--- config.mk ---
export PLATFORM = sky130hd
export DESIGN_NAME = target_box_locator
export DESIGN_NICKNAME = d
export VERILOG_FILES = /design/src/rtl/target_box_locator.sv
export SDC_FILE = /design/constraint.sdc
export NUM_CORES = 1
export LEC_CHECK = 0
export ABC_AREA = 1
export CAP_MARGIN = 0
export CORE_MARGIN = 5
export CORE_UTILIZATION = 50
export DETAILED_ROUTE_END_ITERATION = 10
export PLACE_DENSITY_LB_ADDON = 0.2
export SYNTH_ARGS = -nofsm -noshare
export SYNTH_HDL_FRONTEND = slang
export SYNTH_SLANG_ARGS = --single-unit
export TNS_END_PERCENT = 30
--- constraint.sdc ---
create_clock -name video_clk -period 13.3 [get_ports video_clk]
set_input_delay 2.66 -clock video_clk [delete_from_list [all_inputs] [get_ports video_clk]]
set_output_delay 2.66 -clock video_clk [all_outputs]
set_load 0.02 [all_outputs]
--- src/rtl/target_box_locator.sv ---
// target_box_locator
//   Scans the binary (eroded) pixel stream of one frame in raster order and grows up to
//   three foreground bounding boxes. A foreground pixel joins the lowest-index box it is
//   within MERGE_DIST of; otherwise it opens the lowest free box, or is dropped and flagged
//   as overflow when all boxes are in use. On frame_end the boxes that meet the minimum
//   size are published and held for the whole next frame, and the working boxes restart
//   empty.
//
// Ports
//   video_clk     in   pixel clock, all logic on its rising edge
//   rst           in   synchronous active-high reset
//   pix_valid     in   active_x/active_y/pix_data valid this cycle
//   pix_data      in   binary pixel, 1 = foreground
//   active_x      in   12-bit column of the current pixel
//   active_y      in   12-bit row of the current pixel (non-decreasing within a frame)
//   frame_end     in   one-cycle pulse after the last pixel of a frame
//   loc_out1..3   out  48-bit box {top,bottom,left,right}, zero when not qualified
//   loc_valid     out  bit i set when loc_out(i+1) holds a qualified box
//   box_overflow  out  last frame dropped a foreground pixel for lack of a free box
//   frame_done    out  one-cycle pulse, outputs updated this cycle

module target_box_locator #(
  parameter int unsigned MERGE_DIST = 16,
  parameter int unsigned MIN_W      = 8,
  parameter int unsigned MIN_H      = 8
) (
  input  logic        video_clk,
  input  logic        rst,
  input  logic        pix_valid,
  input  logic        pix_data,
  input  logic [11:0] active_x,
  input  logic [11:0] active_y,
  input  logic        frame_end,
  output logic [47:0] loc_out1,
  output logic [47:0] loc_out2,
  output logic [47:0] loc_out3,
  output logic [2:0]  loc_valid,
  output logic        box_overflow,
  output logic        frame_done
);

  localparam int unsigned NumSlots = 3;
  localparam logic [12:0] MergeDist = 13'(MERGE_DIST);
  localparam logic [12:0] MinW      = 13'(MIN_W);
  localparam logic [12:0] MinH      = 13'(MIN_H);

  // Working slots
  logic [NumSlots-1:0] used_q, used_d;
  logic [11:0]         top_q   [NumSlots];
  logic [11:0]         top_d   [NumSlots];
  logic [11:0]         bot_q   [NumSlots];
  logic [11:0]         bot_d   [NumSlots];
  logic [11:0]         left_q  [NumSlots];
  logic [11:0]         left_d  [NumSlots];
  logic [11:0]         right_q [NumSlots];
  logic [11:0]         right_d [NumSlots];
  logic                ovf_q, ovf_d;

  // Published results
  logic [47:0]         loc_q   [NumSlots];
  logic [47:0]         box_d   [NumSlots];
  logic [NumSlots-1:0] valid_q, qual;
  logic                ovf_out_q;
  logic                frame_done_q;

  logic [NumSlots-1:0] match;
  logic                hit, free;
  logic [1:0]          hit_idx, free_idx;
  logic [12:0]         x13, y13;
  logic                pix_fg;

  // Widen to 13 bits so the +MERGE_DIST windows never wrap past 4095.
  assign x13    = {1'b0, active_x};
  assign y13    = {1'b0, active_y};
  assign pix_fg = pix_valid && pix_data && !frame_end;

  always_comb begin : match_logic
    hit      = 1'b0;
    hit_idx  = '0;
    free     = 1'b0;
    free_idx = '0;
    for (int i = 0; i < NumSlots; i++) begin
      match[i] = used_q[i]
                 && (x13 + MergeDist >= {1'b0, left_q[i]})
                 && (x13 <= {1'b0, right_q[i]} + MergeDist)
                 && (y13 <= {1'b0, bot_q[i]} + MergeDist);
    end
    // Descending scan leaves the lowest index selected.
    for (int i = NumSlots - 1; i >= 0; i--) begin
      if (match[i]) begin
        hit     = 1'b1;
        hit_idx = 2'(i);
      end
      if (!used_q[i]) begin
        free     = 1'b1;
        free_idx = 2'(i);
      end
    end
  end

  always_comb begin : slot_next
    used_d  = used_q;
    top_d   = top_q;
    bot_d   = bot_q;
    left_d  = left_q;
    right_d = right_q;
    ovf_d   = ovf_q;
    if (frame_end) begin
      // frame_end wins over a coincident pixel.
      used_d = '0;
      ovf_d  = 1'b0;
      for (int i = 0; i < NumSlots; i++) begin
        top_d[i]   = '0;
        bot_d[i]   = '0;
        left_d[i]  = '0;
        right_d[i] = '0;
      end
    end else if (pix_fg) begin
      if (hit) begin
        for (int i = 0; i < NumSlots; i++) begin
          if (hit_idx == 2'(i)) begin
            if (active_x < left_q[i])  left_d[i]  = active_x;
            if (active_x > right_q[i]) right_d[i] = active_x;
            if (active_y > bot_q[i])   bot_d[i]   = active_y;
          end
        end
      end else if (free) begin
        for (int i = 0; i < NumSlots; i++) begin
          if (free_idx == 2'(i)) begin
            used_d[i]  = 1'b1;
            top_d[i]   = active_y;
            bot_d[i]   = active_y;
            left_d[i]  = active_x;
            right_d[i] = active_x;
          end
        end
      end else begin
        ovf_d = 1'b1;
      end
    end
  end

  always_comb begin : qualify
    for (int i = 0; i < NumSlots; i++) begin
      qual[i] = used_q[i]
                && ({1'b0, right_q[i]} - {1'b0, left_q[i]} + 13'd1 >= MinW)
                && ({1'b0, bot_q[i]} - {1'b0, top_q[i]} + 13'd1 >= MinH);
      box_d[i] = qual[i] ? {top_q[i], bot_q[i], left_q[i], right_q[i]} : 48'd0;
    end
  end

  always_ff @(posedge video_clk) begin
    if (rst) begin
      used_q       <= '0;
      ovf_q        <= 1'b0;
      valid_q      <= '0;
      ovf_out_q    <= 1'b0;
      frame_done_q <= 1'b0;
      for (int i = 0; i < NumSlots; i++) begin
        top_q[i]   <= '0;
        bot_q[i]   <= '0;
        left_q[i]  <= '0;
        right_q[i] <= '0;
        loc_q[i]   <= '0;
      end
    end else begin
      used_q       <= used_d;
      ovf_q        <= ovf_d;
      frame_done_q <= frame_end;
      for (int i = 0; i < NumSlots; i++) begin
        top_q[i]   <= top_d[i];
        bot_q[i]   <= bot_d[i];
        left_q[i]  <= left_d[i];
        right_q[i] <= right_d[i];
      end
      if (frame_end) begin
        valid_q   <= qual;
        ovf_out_q <= ovf_q;
        for (int i = 0; i < NumSlots; i++) begin
          loc_q[i] <= box_d[i];
        end
      end
    end
  end

  assign loc_out1     = loc_q[0];
  assign loc_out2     = loc_q[1];
  assign loc_out3     = loc_q[2];
  assign loc_valid    = valid_q;
  assign box_overflow = ovf_out_q;
  assign frame_done   = frame_done_q;

endmodule

==> impl_metrics.csv, run 1 <==
group,metric,value,unit
run_status,outcome,"completed",
layout,syn_to_final_growth,16.5,%
grt,grt_first_pass_wirelength,87.2,mm
clocking,cts_resized,0,
clocking,clk-insertion-delay-late,0.55,ns
place,pre_cts_ws,6.64,ns
timing,finalCritPeriodShare,46.3,%
synth,synth_warnings,0,
floorplan,fp.dieH,213,um
synth,synth.distinct_cells,50,
clocking,post_cts_buffers,0,
min_path,holdPathEnd,"loc_valid[1]$_SDFFE_PP0P_",
setup_path,r2r-start,"right_q[13]$_SDFFE_PP0P_",
timing,rsz0062_at_grt,"no",
setup_path,reg2reg_depth,14,
clocking,htreeDepth,2,
detailed_routing,vias_per_cell,5.22,
layout,layout_common_cells,"nand2_1 (527), nor2_1 (515), ha_1 (325)",
pwr,pwr_density_cell,97.5,nW/um2
detailed_routing,num_vias,17400,
synth,synth_ff_type,"dfxtp_1",
min_path,holdPathStages,2,
job,cap_violations,0,
clocking,cts.path.max_buffers,3,
floorplan,die_x,213,um
layout,num-nets-final,3128,
clocking,clkSlewWorstSetupHoldPaths,0.06,ns
grt,first_global_vias,17100,
grt,grt_use_met3,3.32,%
setup_path,critical_path_arrival,6.55,ns
layout,multiInputGateArea,11700,um2
place,port_buffers,177,
clocking,tritoncts,"done",
layout,final_core_utilization,58.8,%
synth,ys_ff_latch,297,
detailed_routing,avgRoutedWirePerCell,16.3,um
detailed_routing,drt_pass1_iterations,5,
grt,antenna_found_initial,1,
detailed_routing,antenna_left,0,
min_path,hp-class,"reg2reg",
floorplan,dieArea,45300,um2
setup_path,critPathLaunchType,"input pin",
grt,met1_usage,30.6,%
place,gp_congestion,0.938,
pwr,power.leakage,11.0,nW
synth,syn_area,20600,um2
synth,synth_fp_nets,2964,
setup_path,regToRegSetupSlack,9.20,ns
setup_path,path_class,"in2reg",
grt,use_met2,41.0,%
layout,layout.area.seq,7390,um2
floorplan,start_util,50.5,%
floorplan,rows,74,
timing,slew_headroom,25.9,%
setup_path,cp-end-kind,"flip-flop",
clocking,root_buffer,"clkbuf_16",
pwr,vdd_drop_max,73.0,uV
timing,fin_setup_tns,0,ns
detailed_routing,drt_wl_total,54.3,mm
setup_path,max_stage_delay,0.72,ns
synth,yosysSeqAreaShare,35.9,%
clocking,cts_sinks,297,
timing,postLayoutSetupSlackWorst,7.15,ns
timing,period_minus_slack,6.15,ns
grt,grt_max_degree,89,
timing,slew_violations,0,
clocking,cts_hold_buf,0,
grt,grtUsageTotal,23.8,%
timing,setup_viol,0,
setup_path,cp_top_family,"simple AND/OR/NAND/NOR gates",
timing,worst_pin_slew,1.11,ns
detailed_routing,first_iter_violations,1053,
detailed_routing,drc,0,
synth,synth-edff-count,144,
timing,finalHoldViolCount,0,
floorplan,core,40700,um2
setup_path,crit_path_max_fanout,25,
setup_path,critical_path_buf_inv_count,6,
min_path,min_from,"loc_valid[1]$_SDFFE_PP0P_",
clocking,numCtsBuffers,35,
grt,busiest_layer,"met2",
layout,n_fill_cell,3653,
timing,fmax,162,MHz
layout,n_antenna_cell,0,
synth,syn_inst,2604,
setup_path,worstReg2RegEnd,"loc_q[0][69]$_SDFFCE_PN0P_",
timing,finalClockSkew,0.0177,ns
synth,async_flop_share,0,%
grt,gr-total-overflow,0,
layout,drive_gt1_share,4.55,%
layout,layout_commonest_cell,"nand2_1",
setup_path,crit_slowest_cell,"nand4_1",
floorplan,ios,178,
setup_path,path_cells,"clkdlybuf4s50_1, buf_4, inv_1, nor2_1, inv_1, nor2_1, inv_1, nor2_1, nand2_1, xnor2_1, ha_1, inv_1, nor2_1, nor3_1, a21oi_1, nand3_2, nand4_1, o21ai_0, a21oi_1",
setup_path,required,13.70,ns
place,dpl.hpwl,40.1,mm
synth,synth_area_per_cell,7.90,um2
[state kept, by name, indices dropped and copies added, names as in the netlist]
name          count
box_overflow      1
loc_valid         3
top_q            36
bot_q            36
ovf_q             1
used_q            3
right_q          36
loc_q           144
left_q           36
frame_done        1
[routing by layer]
metal	vias up	wire length [um]
met3	122	2950
met1	7970	23900
met2	427	25600
met4	2	1870
li1	8830	-
met5	-	7
[per-stage QoR]
stage / hold WS, ns / total power [W] / instance area, um2 / std cells
2_1_floorplan: 0.431 / 0.00120 / 20600 / 2604
3_3_place_gp: 0.442 / 0.00130 / 22700 / 3263
3_5_place_dp: 0.447 / 0.00131 / 22700 / 3263
4_1_cts: 0.456 / 0.00235 / 24000 / 3326
5_1_grt: 0.484 / 0.00243 / 24000 / 3326
6_report: 0.456 / 0.00234 / 24000 / 3326
[worst max-delay path by stage]
stage	start	endpoint	slack (ns)	depth (start not counted)
final	active_x[4]	top_q[4]$_SDFFE_PP0P_	7.15	19
after global routing	active_x[4]	top_q[11]$_SDFFE_PP0P_	6.71	19
after CTS	active_x[4]	top_q[8]$_SDFFE_PP0P_	7.18	19
after detailed placement	active_x[4]	top_q[10]$_SDFFE_PP0P_	6.64	19
after global placement	active_x[4]	top_q[4]$_SDFFE_PP0P_	6.86	19
after floorplan	frame_end	loc_q[0][0]$_SDFFCE_PN0P_	7.06	3
[synth_stat cells (all sizes together), types with 3 or more instances]
cell type	n	area, um2
a21oi	145	737
a21o	8	60.1
o21a	4	30.0
dfxtp	153	3060
fa	6	120
inv	310	1170
o221ai	3	26.3
nor3	24	125
nand4	40	263
or2	8	50.1
nor4	11	68.8
o21bai	5	37.5
o2111ai	3	26.3
clkbuf	21	80.1
a211oi	10	75.1
o211ai	4	30.0
edfxtp	144	4320
ha	325	4070
o21ai	80	404
o31ai	5	37.5
buf	41	308
and3	4	25.0
nor2	526	2000
nand3	96	608
nand2	532	2010
xnor2	25	219
xor2	61	534
[worst min-delay path, cell delays in order (launching register included)]
cell     delay [ns]
dfxtp_1        0.30
nand2_1        0.06
nand2_1        0.05
[cell families (layout without fill, tap and decap cells)]
family	Yosys count	count (layout)	synth area share (%)
AOI/OAI and AO/OA	272	272	7.28
xor gates and xnor gates	86	86	3.66
adders and majority gates	331	331	20.3
buffers and inverters	372	562	7.55
DFF	297	297	35.9
and+or+nand+nor	1246	1246	25.3
[power by group]
part / switching [W] / internal (W)
Clock: 0.000402 / 0.000643
Combinational: 0.000188 / 0.000117
Sequential: 0.00000884 / 0.000979
Total: 0.000600 / 0.00174
[cell type report]
cell class | count | area share [%]
multi-input cells | 1935 | 48.6
flip-flops and latches | 297 | 30.8
repair buffers | 189 | 7.77
inverters | 310 | 4.89
clock buffers | 41 | 3.93
well taps | 532 | 2.78
clock inverters | 22 | 1.20
Power figures use the tool's default switching activity.
==> inputs of run 2 (changes only) <==
==> constraint.sdc (replaced) <==
create_clock -name video_clk -period 6 [get_ports video_clk]
set_input_delay 1.2 -clock video_clk [delete_from_list [all_inputs] [get_ports video_clk]]
set_output_delay 1.2 -clock video_clk [all_outputs]
set_load 0.02 [all_outputs]
==> impl_metrics.csv, run 2 (synthesis gave the netlist of run 1 again) <==
group,metric,value,unit
pwr,p_comb_share,13.5,%
grt,antenna_found_initial,0,
setup_path,crit_path_max_fanout,24,
floorplan,rows,74,
job,cap_violations,0,
clocking,post_cts_buffers,0,
place,pre_cts_ws,0.826,ns
pwr,clock_power_share,43.4,%
clocking,clk-insertion-delay-late,0.55,ns
run_status,outcome,"completed",
layout,largest_reg_flops,144,
layout,num-nets-final,3137,
setup_path,r2r-start,"right_q[13]$_SDFFE_PP0P_",
floorplan,fp.dieH,213,um
setup_path,cp_top_family,"simple AND/OR/NAND/NOR gates",
setup_path,critical_path_arrival,5.15,ns
pwr,vdd_drop_max,161,uV
layout,regMostFlops,"loc_q",
pwr,power.leakage,11.0,nW
timing,finalClockSkew,0.0225,ns
min_path,holdPathEnd,"loc_valid[0]$_SDFFE_PP0P_",
pwr,internal-power,0.00375,W
detailed_routing,vias_per_cell,5.24,
clocking,cts_hold_buf,0,
setup_path,critPathLaunchType,"input pin",
detailed_routing,drt_pass1_iterations,6,
detailed_routing,drc,0,
timing,fin_setup_tns,0,ns
detailed_routing,antenna_left,0,
timing,period_minus_slack,4.67,ns
clocking,clkSlewWorstSetupHoldPaths,0.06,ns
setup_path,critical_path_cell_count,18,
pwr,total_power,0.00508,W
layout,drive_gt1_share,4.74,%
clocking,cts_resized,0,
setup_path,required,6.48,ns
clocking,root_buffer,"clkbuf_16",
floorplan,core,40700,um2
setup_path,reg2reg_depth,14,
clocking,cts_sinks,297,
min_path,holdPathStages,2,
place,gp_congestion,0.907,
detailed_routing,avgRoutedWirePerCell,16.4,um
setup_path,cp-end-kind,"flip-flop",
grt,first_global_vias,17400,
setup_path,worstReg2RegEnd,"loc_q[0][59]$_SDFFCE_PN0P_",
detailed_routing,first_iter_violations,917,
setup_path,max_stage_delay,0.75,ns
pwr,swShare,26.2,%
timing,setup_viol,0,
timing,finalCritPeriodShare,77.8,%
place,dpl.hpwl,41.6,mm
layout,multiInputGateArea,11700,um2
grt,gr-total-overflow,0,
clocking,htreeDepth,2,
floorplan,dieArea,45300,um2
grt,grt_max_degree,150,
min_path,hp-class,"reg2reg",
grt,grtUsageTotal,24.3,%
timing,fmax,214,MHz
setup_path,regToRegSetupSlack,1.81,ns
layout,syn_to_final_growth,16.6,%
setup_path,path_class,"in2reg",
layout,n_fill_cell,3659,
layout,layout_common_cells,"nand2_1 (527), nor2_1 (515), ha_1 (325)",
timing,slew_headroom,24.6,%
setup_path,crit_slowest_cell,"clkdlybuf4s50_1",
timing,rsz0062_at_grt,"no",
clocking,cts.path.max_buffers,3,
timing,worst_pin_slew,1.13,ns
clocking,tritoncts,"done",
timing,slew_violations,0,
timing,postLayoutSetupSlackWorst,1.33,ns
setup_path,startpoint,"active_x[4]",
grt,grt_first_pass_wirelength,88.8,mm
clocking,numCtsBuffers,36,
floorplan,die_x,213,um
layout,layout.area.seq,7390,um2
detailed_routing,drt_wl_total,54.8,mm
layout,layout_commonest_cell,"nand2_1",
detailed_routing,num_vias,17500,
pwr,pwr-share-seq,43.1,%
timing,finalHoldViolCount,0,
layout,n_antenna_cell,0,
min_path,min_from,"loc_valid[0]$_SDFFE_PP0P_",
floorplan,start_util,50.5,%
pwr,pwr_density_cell,212,nW/um2
setup_path,critical_path_buf_inv_count,1,
setup_path,path_cells,"clkdlybuf4s50_1, ha_1, nand2_1, nor2_4, nand3_1, xnor2_1, ha_1, a21oi_1, nor2_1, nor3_1, a21oi_1, nand3_2, nand3_2, nand2_2, nand3_2, nand2_1, nand2_1, nor2_1",
pwr,p_sw,0.00133,W
floorplan,ios,178,
place,port_buffers,177,
-- run 2: changes by cell type in the layout (fill, tap and decap cells not counted), sizes merged --
cell    previous run  this run
buf               12        20
bufinv             7         4
clkbuf            41        44
inv              310       311
-- run 2: how the worst max path moves through the flow --
stage / slack [ns] / to
2_1_floorplan: 1.22 / loc_q[0][0]$_SDFFCE_PN0P_
3_3_place_gp: 1.02 / top_q[24]$_SDFFE_PP0P_
3_5_place_dp: 0.83 / top_q[24]$_SDFFE_PP0P_
4_1_cts: 1.41 / right_q[30]$_SDFFE_PP0P_
5_1_grt: 0.89 / top_q[33]$_SDFFE_PP0P_
6_report: 1.33 / right_q[30]$_SDFFE_PP0P_
-- run 2: power groups by stage --
stage	Clock, W	Combinational, W	Sequential, W
after CTS	0.00224	0.000686	0.00219
after global routing	0.00232	0.000766	0.00219
after global placement	0	0.000662	0.00223
after floorplan	0	0.000369	0.00229
after detailed placement	0	0.000682	0.00223
final	0.00221	0.000686	0.00219
-- run 2: area by class of cell --
class / instances / area share (%)
Clock buffer: 44 / 4.01
Sequential cell: 297 / 30.8
Multi-Input combinational cell: 1935 / 48.6
Clock inverter: 20 / 0.897
Timing Repair Buffer: 197 / 8.06
Inverter: 310 / 4.88
Tap cell: 532 / 2.77
-- run 2: worst reg2reg max path, stage by stage (launching register included) --
cell and delay, ns:
dfxtp_1 0.29, inv_1 0.15, ha_1 0.26, inv_1 0.06, ha_1 0.16, inv_1 0.06
fa_1 0.42, o21ai_0 0.35, nand4_1 0.14, nand3_1 0.15, a21oi_1 0.10, xor2_1 0.16
nand3_1 0.19, nand3_2 0.90, nor2_1 0.57
-- run 2: per-layer routing --
layer | GRT usage, % | wire (um) | up-vias | part of all wire (%)
met1 | 29.6 | 22700 | 8034 | 41
met3 | 5.02 | 3480 | 140 | 6.3
met2 | 41.9 | 26200 | 460 | 48
met4 | 10.0 | 2430 | 0 | 4.4
li1 | - | - | 8847 | -
met5 | 0 | 0 | - | 0
-- run 2: per-stage QoR --
| step | hold WS, ns | cell area [um2] | util [%] | cells |
|---|---|---|---|---|
| floorplan | 0.431 | 20600 | - | 2604 |
| global placement | 0.440 | 22800 | 56.0 | 3271 |
| detailed placement | 0.444 | 22800 | 56.0 | 3271 |
| CTS | 0.455 | 24000 | 58.9 | 3335 |
| global route | 0.465 | 24000 | 58.9 | 3335 |
| finish | 0.454 | 24000 | 58.9 | 3335 |
==> inputs of run 3 (changes only) <==
==> constraint.sdc (replaced) <==
create_clock -name video_clk -period 4.2 [get_ports video_clk]
set_input_delay 0.84 -clock video_clk [delete_from_list [all_inputs] [get_ports video_clk]]
set_output_delay 0.84 -clock video_clk [all_outputs]
set_load 0.02 [all_outputs]
==> impl_metrics.csv, run 3 (synthesis gave the netlist of run 1 again) <==
group,metric,value,unit
run_status,outcome,"completed",
layout,n_antenna_cell,0,
setup_path,path_cells,"clkdlybuf4s50_1, ha_1, nand2_1, nor2_4, xor2_1, ha_1, a21oi_1, nand3_1, nand2_1, inv_1, nand2_1, a21oi_1, nand2_4, buf_4, nand4_2, nand3_4, nand2_1, nand2_1, nor2_1",
clocking,root_buffer,"clkbuf_16",
timing,worst_pin_slew,1.07,ns
timing,fmax,264,MHz
detailed_routing,num_vias,17700,
min_path,hp-class,"reg2reg",
timing,slew_violations,0,
clocking,cts_sinks,297,
floorplan,rows,74,
layout,multiInputGateArea,11700,um2
timing,finalClockSkew,0.0145,ns
timing,setup_viol,0,
pwr,p_sw,0.00191,W
floorplan,core,40700,um2
timing,slew_headroom,28.5,%
setup_path,path_class,"in2reg",
timing,fin_setup_tns,0,ns
layout,largest_reg_flops,144,
setup_path,cp-end-kind,"flip-flop",
detailed_routing,wl_met2,27.1,mm
pwr,swShare,25.2,%
grt,first_global_vias,17400,
layout,n_fill_cell,3674,
job,cap_violations,0,
detailed_routing,antenna_left,0,
pwr,internal-power,0.00566,W
grt,grtUsageTotal,24.0,%
grt,grt_max_degree,149,
detailed_routing,drt_pass1_iterations,5,
pwr,power.leakage,11.3,nW
setup_path,critical_path_buf_inv_count,3,
pwr,clock_power_share,45.3,%
detailed_routing,drc,0,
setup_path,critical_path_arrival,4.23,ns
clocking,clkSlewWorstSetupHoldPaths,0.06,ns
floorplan,ios,178,
timing,finalCritPeriodShare,90.3,%
detailed_routing,dr_wl_met3,2.81,mm
clocking,numCtsBuffers,36,
clocking,clk-insertion-delay-late,0.54,ns
clocking,cts.path.max_buffers,3,
layout,final_core_utilization,60.4,%
layout,layout_commonest_cell,"nand2_1",
floorplan,die_x,213,um
setup_path,critPathLaunchType,"input pin",
detailed_routing,avgRoutedWirePerCell,16.3,um
detailed_routing,wl_met1,23.6,mm
setup_path,worst_path_most_repeated_cell,"nand2_1",
place,dpl.hpwl,42.2,mm
setup_path,required,4.64,ns
floorplan,dieArea,45300,um2
grt,gr-total-overflow,0,
layout,layout_common_cells,"nand2_1 (527), nor2_1 (515), ha_1 (325)",
place,port_buffers,177,
place,gp_congestion,0.919,
clocking,cts_hold_buf,0,
pwr,vdd_drop_max,248,uV
detailed_routing,drt_wl_total,55.3,mm
place,dp.cells,3325,
timing,finalHoldViolCount,0,
layout,syn_to_final_growth,19.7,%
layout,drive_gt1_share,6.44,%
layout,layout.area.seq,7390,um2
setup_path,cp_top_family,"simple AND/OR/NAND/NOR gates",
grt,antenna_found_initial,0,
clocking,cts_resized,0,
detailed_routing,vias_per_cell,5.21,
pwr,pwr_density_cell,307,nW/um2
clocking,htreeDepth,2,
floorplan,start_util,50.5,%
setup_path,max_stage_delay,0.60,ns
timing,period_minus_slack,3.79,ns
detailed_routing,first_iter_violations,970,
layout,final_cells,3389,
setup_path,crit_slowest_cell,"clkdlybuf4s50_1",
detailed_routing,routed.top_layer,"met4",
layout,num-nets-final,3191,
floorplan,fp.dieH,213,um
layout,regMostFlops,"loc_q",
grt,grt_first_pass_wirelength,87.5,mm
timing,rsz0062_at_grt,"no",
pwr,pwr-share-seq,41.3,%
pwr,p_comb_share,13.3,%
clocking,tritoncts,"done",
clocking,post_cts_buffers,0,
setup_path,crit_path_max_fanout,24,
## run 3: cell count changes in the layout (fill, tap and decap cells not counted), sizes merged
cell and change:
buf +54, bufinv +5, clkbuf -2, clkinv -2, clkinvlp +1, inv -2
## run 3: tightest hold or removal path, delay by kind of cell, from the launching register on
kind / cells / cell delay [ns]
compound gates: 1 / 0.06
buf+inv: 1 / 0.05
flops: 1 / 0.30
## run 3: area by class of cell
type / instances / share of cell area (%)
Multi-Input combinational cell: 1935 / 47.4
Sequential cell: 297 / 30.0
Timing Repair Buffer: 251 / 10.0
Inverter: 310 / 4.75
Clock buffer: 42 / 3.84
Tap cell: 532 / 2.70
Clock inverter: 22 / 1.34
## run 3: layer usage
metal | vias to the layer above | GRT usage, %
met5 | - | 0
met4 | 0 | 8.87
met2 | 389 | 42.5
li1 | 8960 | -
met3 | 110 | 3.48
met1 | 8196 | 29.7
## run 3: final timing paths
path / start / to / slack [ns] / depth (start not counted)
worst min register to register: ovf_q$_SDFFE_PP0P_ / ovf_q$_SDFFE_PP0P_ / 0.45 / 2
worst max-delay path: active_x[5] / bot_q[9]$_SDFFE_PP0P_ / 0.41 / 19
worst max register to register: right_q[25]$_SDFFE_PP0P_ / loc_q[0][37]$_SDFFCE_PN0P_ / 0.73 / 15
worst min-delay path: ovf_q$_SDFFE_PP0P_ / ovf_q$_SDFFE_PP0P_ / 0.45 / 2
## run 3: power by group through the flow
| stage | sequential [W] | combinational (W) | clock (W) |
|---|---|---|---|
| global placement | 0.00319 | 0.000978 | 0 |
| global route | 0.00314 | 0.00112 | 0.00359 |
| floorplan | 0.00327 | 0.000527 | 0 |
| finish | 0.00313 | 0.00101 | 0.00343 |
| detailed placement | 0.00319 | 0.00101 | 0 |
| CTS | 0.00313 | 0.00101 | 0.00348 |
## run 3: stage by stage
step | instance area (um2) | power, W | hold slack [ns] | setup slack (ns)
CTS | 24600 | 0.00762 | 0.456 | 0.408
detailed placement | 23300 | 0.00420 | 0.447 | -0.157
finish | 24600 | 0.00757 | 0.454 | 0.408
floorplan | 20600 | 0.00379 | 0.431 | 0.233
global route | 24600 | 0.00785 | 0.473 | 0.104
global placement | 23300 | 0.00417 | 0.440 | -0.0904
